File: src/rtl/vga_timing_pkg.sv
// vga_timing_pkg: shared raster constants and total-length helpers
package vga_timing_pkg;

   localparam int COORD_BITS   = 10;

   localparam int DEF_H_ACTIVE = 640;
   localparam int DEF_H_FP     = 16;
   localparam int DEF_H_SYNC   = 96;
   localparam int DEF_H_BP     = 48;
   localparam int DEF_V_ACTIVE = 480;
   localparam int DEF_V_FP     = 10;
   localparam int DEF_V_SYNC   = 2;
   localparam int DEF_V_BP     = 33;

   function automatic int h_total(int active, int fp, int sync, int bp);
      return active + fp + sync + bp;
   endfunction

   function automatic int v_total(int active, int fp, int sync, int bp);
      return active + fp + sync + bp;
   endfunction

endpackage

File: src/rtl/vga_timing_gen_raster_counter.sv
// raster_counter: modulo-(MAX+1) counter advancing on inc_i, flagging the wrap step
module raster_counter
   import vga_timing_pkg::*;
#(
   parameter int WIDTH = COORD_BITS,
   parameter int MAX   = 799
) (
   input  logic             clk,
   input  logic             rst_n,
   input  logic             inc_i,
   output logic [WIDTH-1:0] cnt_o,
   output logic             wrap_o
);

   localparam logic [WIDTH-1:0] LAST = WIDTH'(MAX);

   logic [WIDTH-1:0] cnt_q, cnt_d;

   assign wrap_o = inc_i && (cnt_q == LAST);
   assign cnt_o  = cnt_q;

   // advance on inc, return to zero on the terminal count
   always_comb cnt_d = inc_i ? (wrap_o ? '0 : cnt_q + 1'b1) : cnt_q;

   // count register, cleared asynchronously
   always_ff @(posedge clk or negedge rst_n)
      if (!rst_n) cnt_q <= '0;
      else        cnt_q <= cnt_d;

endmodule

File: src/rtl/vga_timing_gen.sv
// vga_timing_gen: pixel strobe, raster counters, sync flags and holdable frame counter
module vga_timing_gen
   import vga_timing_pkg::*;
#(
   parameter int CLK_DIV    = 2,
   parameter int H_ACTIVE   = DEF_H_ACTIVE,
   parameter int H_FP       = DEF_H_FP,
   parameter int H_SYNC     = DEF_H_SYNC,
   parameter int H_BP       = DEF_H_BP,
   parameter int V_ACTIVE   = DEF_V_ACTIVE,
   parameter int V_FP       = DEF_V_FP,
   parameter int V_SYNC     = DEF_V_SYNC,
   parameter int V_BP       = DEF_V_BP,
   parameter int FRAME_BITS = 8
) (
   input  logic                  clk,
   input  logic                  rst_n,
   input  logic                  hold,
   input  logic                  step,
   output logic                  enable,
   output logic [COORD_BITS-1:0] x,
   output logic [COORD_BITS-1:0] y,
   output logic                  active,
   output logic                  hsync,
   output logic                  vsync,
   output logic                  new_frame,
   output logic [FRAME_BITS-1:0] frame_cnt
);

   localparam int H_TOTAL = h_total(H_ACTIVE, H_FP, H_SYNC, H_BP);
   localparam int V_TOTAL = v_total(V_ACTIVE, V_FP, V_SYNC, V_BP);

   localparam logic [COORD_BITS-1:0] H_ACT_END = COORD_BITS'(H_ACTIVE);
   localparam logic [COORD_BITS-1:0] HS_START  = COORD_BITS'(H_ACTIVE + H_FP);
   localparam logic [COORD_BITS-1:0] HS_END    = COORD_BITS'(H_ACTIVE + H_FP + H_SYNC);
   localparam logic [COORD_BITS-1:0] V_ACT_END = COORD_BITS'(V_ACTIVE);
   localparam logic [COORD_BITS-1:0] VS_START  = COORD_BITS'(V_ACTIVE + V_FP);
   localparam logic [COORD_BITS-1:0] VS_END    = COORD_BITS'(V_ACTIVE + V_FP + V_SYNC);
   localparam logic [1:0]            DIV_LAST  = 2'(CLK_DIV - 1);

   logic [1:0]            div_cnt_q, div_cnt_d;
   logic [FRAME_BITS-1:0] frame_cnt_q, frame_cnt_d;
   logic                  step_pending_q, step_pending_d;
   logic                  h_wrap, v_wrap;

   // with CLK_DIV=1 the divider never leaves 0, so enable is constant 1
   assign enable = (div_cnt_q == DIV_LAST);

   raster_counter #(.WIDTH(COORD_BITS), .MAX(H_TOTAL - 1)) u_h_cnt (
      .clk    (clk),
      .rst_n  (rst_n),
      .inc_i  (enable),
      .cnt_o  (x),
      .wrap_o (h_wrap)
   );

   raster_counter #(.WIDTH(COORD_BITS), .MAX(V_TOTAL - 1)) u_v_cnt (
      .clk    (clk),
      .rst_n  (rst_n),
      .inc_i  (h_wrap),
      .cnt_o  (y),
      .wrap_o (v_wrap)
   );

   // flags decode the live counters so they never skew against x/y
   assign active    = (x < H_ACT_END) && (y < V_ACT_END);
   assign hsync     = (x >= HS_START) && (x < HS_END);
   assign vsync     = (y >= VS_START) && (y < VS_END);
   assign new_frame = enable && (x == '0) && (y == '0);
   assign frame_cnt = frame_cnt_q;

   // divider wrap, frame advance on the frame wrap, and step latching between wraps
   always_comb begin
      div_cnt_d      = enable ? 2'd0 : div_cnt_q + 2'd1;
      frame_cnt_d    = (v_wrap && (!hold || step_pending_q || step)) ? frame_cnt_q + 1'b1 : frame_cnt_q;
      step_pending_d = v_wrap ? 1'b0 : (step_pending_q | step);
   end

   // state registers, cleared asynchronously
   always_ff @(posedge clk or negedge rst_n)
      if (!rst_n) begin
         div_cnt_q      <= '0;
         frame_cnt_q    <= '0;
         step_pending_q <= 1'b0;
      end else begin
         div_cnt_q      <= div_cnt_d;
         frame_cnt_q    <= frame_cnt_d;
         step_pending_q <= step_pending_d;
      end

endmodule

File: config.mk
export PLATFORM = sky130hd
export DESIGN_NAME = vga_timing_gen
export DESIGN_NICKNAME = d
export VERILOG_FILES = /design/src/rtl/vga_timing_pkg.sv /design/src/rtl/vga_timing_gen_raster_counter.sv /design/src/rtl/vga_timing_gen.sv
export SDC_FILE = /design/constraint.sdc
export NUM_CORES = 1
export LEC_CHECK = 0
export CORE_ASPECT_RATIO = 1.4
export CORE_MARGIN = 2
export CORE_UTILIZATION = 45
export DETAILED_ROUTE_END_ITERATION = 8
export PLACE_DENSITY = 0.69
export SETUP_SLACK_MARGIN = 0.05
export SLEW_MARGIN = 20
export SYNTH_ARGS = -nofsm -noshare
export SYNTH_HDL_FRONTEND = slang
export SYNTH_SLANG_ARGS = --single-unit
export TNS_END_PERCENT = 5
File: constraint.sdc
create_clock -name clk -period 2.5 [get_ports clk]
set_input_delay 0.375 -clock clk [delete_from_list [all_inputs] [get_ports clk]]
set_output_delay 0.375 -clock clk [all_outputs]
set_load 0.02 [all_outputs]
# --- Yosys cells after proc, flatten, opt, wreduce, memory -nomap -nowiden ---
# Cells that the tools add are included.
totals:
  reg_bits: 31
  inputBits: 4
  output_inout_bits: 33
  word_cells: 36
op_classes:
  addsub: 4
  magnitude_cmp: 6
  n_eq_ne: 3
  n_mux: 4
  n_bitwise: 1
  n_reduce_logical: 13
op_table:
  columns: ["op", "count"]
  rows:
  - ["10-bit by 1-bit adder with 10-bit output (second input constant)", 2]
  - ["10-bit equality test (second input constant)", 2]
  - ["10-bit zero test", 2]
  - ["10-bit < comparator (second input constant)", 2]
  - ["10-bit by 9-bit < comparator with 1-bit output (second input constant)", 2]
  - ["10-bit two-way mux", 2]
  - ["10-bit >= comparator (second input constant)", 1]
  - ["10-bit by 9-bit >= comparator with 1-bit output (second input constant)", 1]
  - ["8-bit by 1-bit adder with 8-bit output (second input constant)", 1]
  - ["1-bit logical AND", 8]
  - ["2-bit by 1-bit adder with 2-bit output (second input constant)", 1]
  - ["2-bit by 1-bit equality test with 1-bit output (second input constant)", 1]
  - ["1-bit logical OR", 2]
  - ["2-bit two-way mux", 1]
  - ["1-bit zero test", 1]
  - ["1-bit two-way mux", 1]
  - ["1-bit OR", 1]

# --- Logic depth before layout (Yosys ltp) ---
logic_depth:
  ltp_word: 4
  depth_mapped: 7
  mapped_depth_nobuf: 6

# --- Hierarchy ---
# Synthesis repeated with hierarchy kept, for this count alone.
unflattened:
  cells_unflattened: 158
  area_unflattened_um2: 1650.3
by_module_without_submodules:
  columns: ["module", "n_inst", "cells_per_inst", "area_each_um2", "seq_area_each_um2"]
  rows:
  - ["vga_timing_gen", 1, 59, 579.3, 275.3]
  - ["raster_counter at u_v_cnt", 1, 52, 544.3, 250.2]
  - ["raster_counter at u_h_cnt", 1, 47, 526.8, 250.2]

# --- Worst setup path before layout ---
# Ideal clock, no wire load.
synth_timing:
  path_kind: "reg2out"
  from: "register u_v_cnt.cnt_q[5], in the netlist u_v_cnt.cnt_o[5]"
  to: "output port new_frame"
  arrival_time_ns: 1.646
  required_time_ns: 2.125
  slack_ns: 0.479
  path_stages_with_launch: 5
  path_buffers: 1
  cell_sequence: "dfrtp_1 nor4_1 and4b_1 clkbuf_2 and4_1"
synth_between:
  elab_chain_len: 2
synth_rtl:
  columns: ["item", "line", "rtl"]
  rows:
  - ["from (decl)", "vga_timing_gen_raster_counter.sv:17", "logic [WIDTH-1:0] cnt_q, cnt_d;"]
  - ["from (signal assigned)", "vga_timing_gen_raster_counter.sv:28", "else cnt_q <= cnt_d;"]
  - ["10-bit zero test", "vga_timing_gen.sv:69", "assign new_frame = enable && (x == '0) && (y == '0);"]
  - ["1-bit logical AND", "vga_timing_gen.sv:69", null]
  - ["to (decl)", "vga_timing_gen.sv:26", "output logic new_frame,"]
# Every way passes these cells.

# --- Worst setup path in the final report ---
layout_timing:
  from: "register u_v_cnt.cnt_q[1], in the netlist u_v_cnt.cnt_o[1]"
  to: "output port new_frame"
# The elaborated chain is that of the path after synthesis.

==> impl_metrics.ini <==
[synthesis]
synth-edff-count = 0
synth_flop_cell = dfrtp_1
ys_seq_elements = 31
ys_async_sr_fraction_pct = 100
synthDistinctLibCells = 38
synth_sequential_area_ratio_pct = 47.6
syn_avg_cell_area_um2 = 9.99
ys_warn_count = 0
ys_top_cells_by_area = dfrtp_1 (48%), xnor2_1 (5.9%), nand3_1 (4.3%)
synthDominantCellAreaShare_pct = 47.6
synth_top_cell_by_area = dfrtp_1
syn_nets = 172
synth_common_cells = dfrtp_1 (31), nand3_1 (14), inv_1 (11), o21ai_0 (11), xnor2_1 (11)
syn_area_mm2 = 0.00163
synth_most_common_cell = dfrtp_1
synthCells = 163

[route]
wire_per_inst_um = 15.3
dr_total_vias = 1433
totalWireLength_um = 3830
drt_iter0_drc = 30
drt-vias-per-instance = 5.73
drcViolationCount = 0
ant_nets = 0
dr.pass1.iters = 4

[critical_path]
start_kind = flip-flop
cp_cell_sequence = inv_1 -> ha_1 -> nor2b_2 -> and4b_1 -> and4_1 -> dlygate4sd2_1
worstSetupEndpointType = output port
cp.buffers_inverters = 2
max_stage_delay_ns = 0.42
cp.required_ns = 2.12
cpLargestDelayFamily = simple AND/OR/NAND/NOR gates
ff2ff_setup_slack_ns = 0.44
r2r_end = u_v_cnt.cnt_o[3]
arrival_ns = 1.92
worst-setup-path-type = reg2out
rr_worst_depth = 4
path_max_fanout = 5
reg2reg_from = u_h_cnt.cnt_o[5]
slowest_stage = dfrtp_1

[placed_design]
io_buffers = 36
dp_slack_ns = 0.167
routabilityCongestion = 0.807
hpwl_um = 2890
place_area_mm2 = 0.00207

[job]
cap_violations = 0

[global_route]
grt_usage_pct = 21.5
grt_max_degree = 32
grt_pass1_wl_um = 6300
grt_pass1_vias = 1366
gr-total-overflow = 0
antenna_found_initial = 0

[power]
comb_power_share_pct = 1.7
p_sw_share_pct = 19.7
p_leak_uw = 0.000901
seq_power_share_pct = 55.8
power_frac_clock_pct = 42.5
power_switching_uw = 177
ir_drop_mv = 0.450
powerDensity_mw_per_mm2 = 414
p_int_uw = 722

[timing]
slew_violations = 0
period_minus_slack_ns = 2.29
setup_violations = 0
finalWorstSetupSlack_ns = 0.205
fin_crit_sh_pct = 91.8
max_freq_mhz = 436
relSlewSlack_pct = 70.3
finalHoldViolCount = 0
worst_pin_slew_ns = 0.440
finalClockSkew_ns = 0.00764
fin_tns_setup_ns = 0
rsz0062_at_grt = no

[layout]
finalNetCount = 219
utilization_pct = 63.6
diodes = 0
multiInputGateArea_um2 = 803
drive_gt1_share_pct = 10.5
register_area_um2 = 776
final_area_mm2 = 0.00217
area_growth_syn_to_layout_pct = 33.2
fillers = 292

[min_path]
min-delay-start = frame_cnt[7]
hold_class = reg2reg
whs_endpoint = frame_cnt[7]
min_path_cells = 1

[cts]
cts-root-buf = clkbuf_8
cts_buffers = 5
htree_levels = 2
clk_latency_ns = 0.28
cts.sinks = 31
cts_tree = done
clockBufferDepth = 2
clkTransAtPathRegs_ns = 0.06

[status]
status = complete, no violations

[die]
rows = 25
die_x_um = 54.9
core-area_mm2 = 0.00341
io_pins = 37
dieArea_mm2 = 0.00412
die_y_um = 75.2
start_util_pct = 47.8
==> sequential cells by signal, indices dropped and copies added, names as in the netlist <==
register / count
u_h_cnt.cnt_o: 10
step_pending_q: 1
div_cnt_q: 2
u_v_cnt.cnt_o: 10
frame_cnt: 8
==> power groups by stage <==
| stage | combinational (uW) | sequential (uW) | clock (uW) |
|---|---|---|---|
| 2_1_floorplan | 0.231 | 511 | 0 |
| 3_3_place_gp | 16.3 | 511 | 0 |
| 3_5_place_dp | 16.6 | 511 | 0 |
| 4_1_cts | 16.4 | 502 | 397 |
| 5_1_grt | 17.8 | 501 | 420 |
| 6_report | 15.3 | 502 | 382 |
==> area by class of cell <==
type	instances	area share, %
clock buffer	6	3.81
clock inverter	1	0.231
inverter	11	1.90
multi-input combinational	118	37.0
sequential	31	35.8
tap	40	2.31
timing repair buffer	43	19.0
==> routing by layer <==
| metal | track usage (%) | part of all wire, % | up-vias |
|---|---|---|---|
| met5 | 0 | 0 | - |
| met4 | 8.33 | 0.76 | 0 |
| met3 | 8.13 | 5.8 | 4 |
| met2 | 33.5 | 52 | 44 |
| met1 | 26.7 | 42 | 705 |
| li1 | - | - | 680 |
==> how the worst max path moves through the flow <==
stage | from | endpoint | slack (ns) | cells past startpoint
floorplan | u_v_cnt.cnt_o[5] | new_frame | 0.48 | 4
global placement | u_v_cnt.cnt_o[0] | new_frame | 0.27 | 6
detailed placement | u_v_cnt.cnt_o[1] | new_frame | 0.17 | 6
CTS | u_v_cnt.cnt_o[1] | new_frame | 0.21 | 6
global route | u_v_cnt.cnt_o[1] | new_frame | 0.06 | 6
finish | u_v_cnt.cnt_o[1] | new_frame | 0.21 | 6
==> layout by cell type (no fill, tap or decap), types with 6 or more instances in the layout <==
cell and n:
clkdlybuf4s50_1 35, and3_1 8, nand3_1 14, nand2_1 9, clkbuf_8 6, dfrtp_1 31
nor2_1 7, xnor2_1 11, buf_4 7, xor2_1 6, inv_1 11, nand4_1 8
o21ai_0 11
==> stage by stage <==
stage	total power, uW	std cells	hold slack, ns
after detailed placement	528	243	0.468
final	899	250	0.477
after global routing	939	250	0.494
after floorplan	511	163	0.0794
after CTS	915	250	0.480
after global placement	527	243	0.461
==> repair_timing <==
item,in CTS,in global routing
gates resized for setup,3,0
hold buffers,0,0
setup buffers,0,0
endpoints found under the setup margin,1,0
==> cells by family (layout without fill, tap and decap cells) <==
kind of cell               after synthesis  count (layout)  share of synthesized area [%]
and+or+nand+nor                         75              75                           27.9
muxes                                    2               2                           1.31
DFF                                     31              31                           47.6
AOI/OAI and AO/OA                       19              19                           6.61
adders and majority gates                5               5                           3.84
xor gates and xnor gates                17              17                           9.14
buffers and inverters                   14              61                           3.61
Power figures use the tool's default switching activity.
